File: config.mk
export PLATFORM = sky130hd
export DESIGN_NAME = uart_rx
export DESIGN_NICKNAME = d
export VERILOG_FILES = /design/src/rtl/uart_pkg.sv /design/src/rtl/sync_2ff.sv /design/src/rtl/uart_rx.sv
export SDC_FILE = /design/constraint.sdc
export NUM_CORES = 1
export LEC_CHECK = 0
export ABC_AREA = 1
export BUFFER_PORTS_ARGS = -buffer_cell sky130_fd_sc_hd__clkbuf_2
export CORE_MARGIN = 3
export CORE_UTILIZATION = 35
export DETAILED_ROUTE_END_ITERATION = 10
export GPL_ROUTABILITY_DRIVEN = 0
export HOLD_SLACK_MARGIN = 0.05
export SKIP_LAST_GASP = 1
export SLEW_MARGIN = 20
export SYNTH_ARGS = -nofsm -noshare
export SYNTH_HDL_FRONTEND = slang
export SYNTH_HIERARCHICAL = 1
export SYNTH_SLANG_ARGS = --single-unit
File: constraint.sdc
create_clock -name clk -period 4.5 [get_ports clk]
set_input_delay 0.45 -clock clk [delete_from_list [all_inputs] [get_ports clk]]
set_output_delay 0.45 -clock clk [all_outputs]
set_load 0.1 [all_outputs]
File: src/rtl/uart_pkg.sv
// Shared UART definitions used by both the receiver and the transmitter:
// bit-timing helper, FSM state encoding and 8N1 frame constants.
package uart_pkg;

  localparam int   FRAME_DATA_BITS = 8;
  localparam logic FRAME_START_LVL = 1'b0;
  localparam logic FRAME_STOP_LVL  = 1'b1;
  localparam logic LINE_IDLE_LVL   = 1'b1;

  typedef enum logic [1:0] {
    ST_IDLE,
    ST_START,
    ST_DATA,
    ST_STOP
  } uart_state_e;

  function automatic int cycles_per_bit(input int clock_hz, input int bit_rate);
    return clock_hz / bit_rate;
  endfunction

endpackage

File: src/rtl/sync_2ff.sv
// Generic two-flop synchronizer for a single asynchronous bit; both flops
// reset to RST_VAL so the output is defined from the first cycle.
module sync_2ff #(
  parameter logic RST_VAL = 1'b0
) (
  input  logic clk,
  input  logic resetn,
  input  logic d,
  output logic q
);

  logic meta;

  always_ff @(posedge clk or negedge resetn) begin
    if (!resetn) begin
      meta <= RST_VAL;
      q    <= RST_VAL;
    end else begin
      meta <= d;
      q    <= meta;
    end
  end

endmodule

File: src/rtl/uart_rx.sv
// 8N1 UART receiver: mid-bit sampling of a synchronized RX line, byte held
// behind a valid/ready handshake, with frame-error, break and overrun pulses.
module uart_rx
  import uart_pkg::*;
#(
  parameter int CLOCK_HZ     = 12_000_000,
  parameter int BIT_RATE     = 9600,
  parameter int PAYLOAD_BITS = FRAME_DATA_BITS
) (
  input  logic                    clk,
  input  logic                    resetn,
  input  logic                    uart_rxd,
  input  logic                    uart_rx_ready,
  output logic [PAYLOAD_BITS-1:0] uart_rx_data,
  output logic                    uart_rx_valid,
  output logic                    uart_rx_frame_err,
  output logic                    uart_rx_break,
  output logic                    uart_rx_overrun
);

  localparam int CPB   = cycles_per_bit(CLOCK_HZ, BIT_RATE);
  localparam int HALF  = CPB / 2;
  localparam int CNT_W = $clog2(CPB);
  localparam int IDX_W = $clog2(PAYLOAD_BITS + 1);

  localparam logic [CNT_W-1:0] CNT_HALF_END = CNT_W'(HALF - 1);
  localparam logic [CNT_W-1:0] CNT_BIT_END  = CNT_W'(CPB - 1);
  localparam logic [IDX_W-1:0] IDX_LAST     = IDX_W'(PAYLOAD_BITS - 1);

  if (CPB < 4) begin : g_cpb_chk
    $fatal(1, "uart_rx: CLOCK_HZ/BIT_RATE must be at least 4");
  end

  logic                    rxs, rxs_d, fall;
  uart_state_e             state_q, state_d;
  logic [CNT_W-1:0]        cnt;
  logic [IDX_W-1:0]        idx;
  logic [PAYLOAD_BITS-1:0] sreg;
  logic                    cnt_clr, idx_clr, data_smp, stop_smp;
  logic                    stop_ok, stop_bad;

  sync_2ff #(.RST_VAL(LINE_IDLE_LVL)) u_sync (
    .clk    (clk),
    .resetn (resetn),
    .d      (uart_rxd),
    .q      (rxs)
  );

  assign fall     = !rxs && rxs_d;
  assign stop_ok  = stop_smp && (rxs == FRAME_STOP_LVL);
  assign stop_bad = stop_smp && (rxs != FRAME_STOP_LVL);

  always_ff @(posedge clk or negedge resetn) begin
    if (!resetn) state_q <= ST_IDLE;
    else         state_q <= state_d;
  end

  // Counter is held at zero in IDLE so START always measures from the edge.
  always_comb begin
    state_d  = state_q;
    cnt_clr  = 1'b0;
    idx_clr  = 1'b0;
    data_smp = 1'b0;
    stop_smp = 1'b0;
    unique case (state_q)
      ST_IDLE: begin
        cnt_clr = 1'b1;
        if (fall) state_d = ST_START;
      end
      ST_START: if (cnt == CNT_HALF_END) begin
        cnt_clr = 1'b1;
        idx_clr = 1'b1;
        state_d = (rxs == FRAME_START_LVL) ? ST_DATA : ST_IDLE;
      end
      ST_DATA: if (cnt == CNT_BIT_END) begin
        cnt_clr  = 1'b1;
        data_smp = 1'b1;
        if (idx == IDX_LAST) state_d = ST_STOP;
      end
      ST_STOP: if (cnt == CNT_BIT_END) begin
        cnt_clr  = 1'b1;
        stop_smp = 1'b1;
        state_d  = ST_IDLE;
      end
      default: state_d = ST_IDLE;
    endcase
  end

  always_ff @(posedge clk or negedge resetn) begin
    if (!resetn) begin
      rxs_d             <= LINE_IDLE_LVL;
      cnt               <= '0;
      idx               <= '0;
      sreg              <= '0;
      uart_rx_data      <= '0;
      uart_rx_valid     <= 1'b0;
      uart_rx_frame_err <= 1'b0;
      uart_rx_break     <= 1'b0;
      uart_rx_overrun   <= 1'b0;
    end else begin
      rxs_d <= rxs;
      cnt   <= cnt_clr ? '0 : cnt + 1'b1;
      if (idx_clr)       idx <= '0;
      else if (data_smp) idx <= idx + 1'b1;
      // LSB arrives first, so shifting right leaves bit i in position i.
      if (data_smp) sreg <= {rxs, sreg[PAYLOAD_BITS-1:1]};

      uart_rx_frame_err <= stop_bad;
      uart_rx_break     <= stop_bad && (sreg == '0);
      uart_rx_overrun   <= stop_ok && uart_rx_valid && !uart_rx_ready;

      if (stop_ok && (!uart_rx_valid || uart_rx_ready)) begin
        uart_rx_data  <= sreg;
        uart_rx_valid <= 1'b1;
      end else if (uart_rx_valid && uart_rx_ready) begin
        uart_rx_valid <= 1'b0;
      end
    end
  end

endmodule

; Word-level counts from Yosys, hierarchy flattened
; Index checks and enable logic that the tools add are counted.
; W data, S select, Z words.
[totals]
in_bits = 4
reg_bits = 40
output_inout_bits = 12
[classes]
n_reduce_logical = 18
n_bitwise = 1
add_sub_neg = 2
muxes = 18
eq_ne = 11
[ops]
columns = operator, n
row1 = $mux W2, 6
row2 = $add A11 B1 Y11 const B, 1
row3 = $eq A11 B10 Y1 const B, 1
row4 = $eq A11 B11 Y1 const B, 1
row5 = $mux W11, 1
row6 = $ne A2 B2 Y1 const B, 5
row7 = $logic_and A1 B1 Y1, 8
row8 = $logic_not A8 Y1, 1
row9 = $mux W4, 2
row10 = $pmux W2 S4, 1
row11 = $mux W1, 7
row12 = $reduce_and A5 Y1, 1
row13 = $add A4 B1 Y4 const B, 1
row14 = $eq A2 B2 Y1 const B, 2
row15 = $eq A4 B3 Y1 const B, 1
row16 = $reduce_bool A2 Y1, 2
row17 = $logic_not A1 Y1, 3
row18 = $pmux W1 S3, 1
row19 = $eq A2 B1 Y1 const B, 1
row20 = $logic_not A2 Y1, 1
row21 = $reduce_or A2 Y1, 1
row22 = $logic_or A1 B1 Y1, 1
row23 = $not A1 Y1, 1

; Depth between registers and ports, before layout
[depth]
depth_word = 6
ltp_mapped = 10
mapped_depth_nobuf = 10

; Hierarchy
; Netlist, hierarchy kept.
[modules_own_cells]
columns = module, area_per_inst_um2, cells_per_inst, instances
row1 = uart_rx, 1803.0, 203, 1
row2 = sync_2ff, 52.6, 2, 1

; Least setup slack after synthesis
; No wires, ideal clock.
[synth_timing]
path_type = reg-to-reg
start = register uart_rx_valid
end = register uart_rx_data[6]
path_stages_with_launch = 6
path_slack_ns = 2.822
setup_time_ns = 0.074
arrival_time_ns = 1.604
path_buffers = 1
path_cell_list = dfrtp_1 nand2_1 nand3_4 buf_6 nand2_2 o21ai_2
[synth_between]
elab_chain_cells = 3
[synth_rtl]
columns = element, line
row1 = start: declaration, uart_rx.sv:15  ; output logic uart_rx_valid,
row2 = start signal: assignment, uart_rx.sv:96  ; uart_rx_valid <= 1'b0;
row3 = start signal: assignment, uart_rx.sv:114  ; uart_rx_valid <= 1'b1;
row4 = start signal: assignment, uart_rx.sv:116  ; uart_rx_valid <= 1'b0;
row5 = $logic_not A1 Y1, uart_rx.sv:112  ; if (stop_ok && (!uart_rx_valid || uart_rx_ready)) begin
row6 = $logic_or A1 B1 Y1, uart_rx.sv:112
row7 = $logic_and A1 B1 Y1, uart_rx.sv:112
row8 = end signal: assignment, uart_rx.sv:113  ; uart_rx_data <= sreg;
row9 = end: declaration, uart_rx.sv:14  ; output logic [PAYLOAD_BITS-1:0] uart_rx_data,
; Every way passes these cells.
; A chain may end at the register's enable or synchronous reset.

; Worst setup path after layout
[layout_timing]
start = register cnt[1]
end = register idx[0]
[layout_between]
elab_chain_cells = 4
word_cells_on_any_way = 8
cone_classes = 2 x eq/ne / 5 x mux / 1 x reduce/logical
[layout_rtl]
columns = element, line
row1 = start: declaration, uart_rx.sv:36  ; logic [CNT_W-1:0] cnt;
row2 = start signal: assignment, uart_rx.sv:102  ; cnt <= cnt_clr ? '0 : cnt + 1'b1;
row3 = $eq A11 B10 Y1 or $eq A11 B11 Y1 (tied branches), "uart_rx.sv:70, uart_rx.sv:75"
row4 = $mux W1 (on tied branches), "uart_rx.sv:70, uart_rx.sv:75"
row5 = $mux W1, uart_rx.sv:65  ; unique case (state_q)
row6 = $mux W4 or $reduce_bool A2 Y1 (tied branches), --
row7 = end signal: assignment, uart_rx.sv:104  ; else if (data_smp) idx <= idx + 1'b1;
row8 = end: declaration, uart_rx.sv:37  ; logic [IDX_W-1:0] idx;
; Several ways; a longest one is shown, not always the timed one.

==> metrics <==
status finished, final reports clean; Min-Delay Path Class in -> reg; placed insts 285; Critical Path Source Type register; worst path bufs/invs 1; fmax about 580 MHz; Int Pwr 0.589 mW; vias in the first global route between 1000 and 1500; Bufs on Longest Clock Path 2; Clock transition at path regs about 0.080 ns; I/O pin count 16; CTS tree yes; Synth cell types 24; total grt overflow 0; core area 0.00491 mm²; first-pass GRT wire length roughly 5500 µm; DP HPWL about 2300 µm; Critical Path Max Stage Delay approximately 0.4 ns; post_cts resized 0; row cnt 25; DR vias/cell roughly 4.5; largest family of logic cells by synthesized area simple AND/OR/NAND/NOR gates; final setup fails 0; Seq pwr share 0.513; top cells by area, synth dfrtp_1 50%, nand2_1 7.7%, inv_1 6.9%, o21ai_0 5.1%, dfstp_2 4.2%; min-delay src uart_rxd; DR pass1 iterations 4; maximum vdd drop about 0.25 mV; Vert. Die Dim approximately 79 µm; final count of pins violating max slew 0; post-synth design cell area around 0.0019 mm²; final clock skew approximately 0.013 ns; layout cells sized above 1 0.199; DRT Wirelength approximately 3100 µm; Synth Area in XOR/XNOR 0.00944; GRT Total Usage 0.109; Compound-Gate Fraction of Synth Area 0.115; Crit-path slowest cell dfrtp_1; Clk network pwr share 0.352; WL/cell approximately 11 µm; CP Data Required Time between 4 and 5 ns; Power Dens Cells 384 mW/mm²; post-synthesis simple-gate area fraction 0.225; sw frac 0.271; fin cells approximately 300; relative slew slack 0.351; Iteration-0 DRC Markers 87; crit-path leading delay family simple AND/OR/NAND/NOR gates; H-tree Lvls 2; Post-CTS Setup Repair Bufs 0; Starting Density 0.378; final hold vios 0; period utilization 0.381; Seq. cell area 0.00100 mm²; CP Max Fanout 19; Seq/Total Area, Yosys 0.541; post-synthesis adder-cell area fraction 0.0270; mux contribution to synthesized area 0; Syn Nets about 210; critical path launch point cnt[1]$_DFF_PN0_; Multi-input gate area 697 µm²; n_diodes 0; routed vias 1309; critical path data arrival time approximately 1.9 ns; Syn Inst Count a little over 200; critical path cell sequence inv_1 -> ha_1 -> nand2_1 -> nor2_2 -> nand4_2 -> o21ai_0 -> a21oi_1; Slew @ Worst Pin about 0.97 ns; Post-CTS Hold Buffers 0; filler instances about 500; CTS root buffer clkbuf_8; overall die area approximately 0.0062 mm²; Synth area leader dfrtp_1; synthesis warning total 6; pin count of the biggest net entering global routing between 40 and 50; mean post-synth cell area between 9 and 10 µm²; setup_tns 0 ns; Sink Count 40; top-area cell type share of the netlist area 0.499; Lkg Pwr around 1 nW; power consumption 0.808 mW; synthesis-to-layout area growth 13.4%; clock latency at the later pin of the worst-skew pair 0.28 ns; ANT nets after route 0; flops & latches, synth 40; Die Wd slightly below 80 µm; Final min period between 1.5 and 2 ns; initial antenna violation count 0; fin nets approximately 230; reg2reg start cnt[1]$_DFF_PN0_; element type at the critical path end register; drc violations 0; total of max-cap violations 0; IO buf count 15; Combinational Power Share 0.134; RSZ-0062 raised after global routing false; Inserted Clock Buffers 5; worst setup path class reg -> reg; Psw 0.219 mW
metal layers:
layer	track usage	part of all wire
met3	0.0272	0.022
met2	0.166	0.43
met4	0.0361	0.010
met1	0.153	0.54
met5	0	0
Yosys cell counts (all sizes together):
master,n
dfrtp,37
nor2,19
o21ai,27
nor4,1
buf,2
nor3b,1
a21oi,8
nand3,14
inv,35
o21bai,1
nor3,3
nand4,6
nand2,42
xor2,2
ha,4
dfstp,3
placed cells by master (no fill, tap or decap), drive strengths merged:
cell and count:
nor3 3, nand3 14, nand2 42, clkinv 1, dfstp 3, o21bai 1
nand4 6, ha 4, a21oi 8, dfrtp 37, inv 35, clkinvlp 1
nor4 1, clkbuf 20, xor2 2, o21ai 27, nor3b 1, bufinv 1
nor2 19
layout make-up:
class                      count  area share
clock buffer                   5      0.0327
timing repair buffer          15      0.0357
tap                           67      0.0399
multi-input combinational    128       0.331
clock inverter                 3      0.0202
inverter                      35      0.0625
sequential                    40       0.478
sequential cells by signal, summed over array words and instances (netlist names), named ones only:
register / count
uart_rx_break: 1
u_sync/meta: 1
state_q: 1
uart_rx_valid: 1
uart_rx_frame_err: 1
idx: 4
sreg: 8
uart_rx_data: 8
rxs_d: 1
uart_rx_overrun: 1
u_sync/q: 1
cnt: 11
metrics by stage:
step | hold WS (ns) | setup WS (ns) | area (µm²) | utilization
floorplan | 0.154 | 2.82 | 1860 | -
global placement | 0.349 | 2.85 | 1990 | 0.406
detailed placement | 0.348 | 2.80 | 1990 | 0.406
CTS | 0.241 | 2.77 | 2100 | 0.428
global route | 0.235 | 2.49 | 2100 | 0.428
finish | 0.253 | 2.79 | 2100 | 0.428
final timing paths:
kind                       slack (ns)                endpoint  cells past startpoint
min in group asynchronous        0.32        cnt[4]$_DFF_PN0_                      1
min                              0.25   u_sync/meta$_DFF_PN1_                      1
min reg2reg                      0.36      u_sync/q$_DFF_PN1_                      0
max reg2reg                      2.79      idx[0]$_DFFE_PN0P_                      7
max                              2.79      idx[0]$_DFFE_PN0P_                      7
max in group asynchronous        3.59  state_q[0]$_DFFE_PN0P_                      1
power groups by stage:
stage	logic (mW)	clock network, mW	registers, mW
3_5_place_dp	0.110	0	0.420
3_3_place_gp	0.108	0	0.421
2_1_floorplan	0.0838	0	0.416
4_1_cts	0.110	0.296	0.415
5_1_grt	0.126	0.313	0.419
6_report	0.109	0.285	0.415
logic make-up (layout without fill, tap and decap cells):
family          after synthesis  after routing
compound gates               36             36
xor+xnor                      2              2
fa+ha+maj                     4              4
buf+inv                      37             58
flops                        40             40
simple gates                 86             86
No activity file was read; power rests on OpenSTA's default activity.
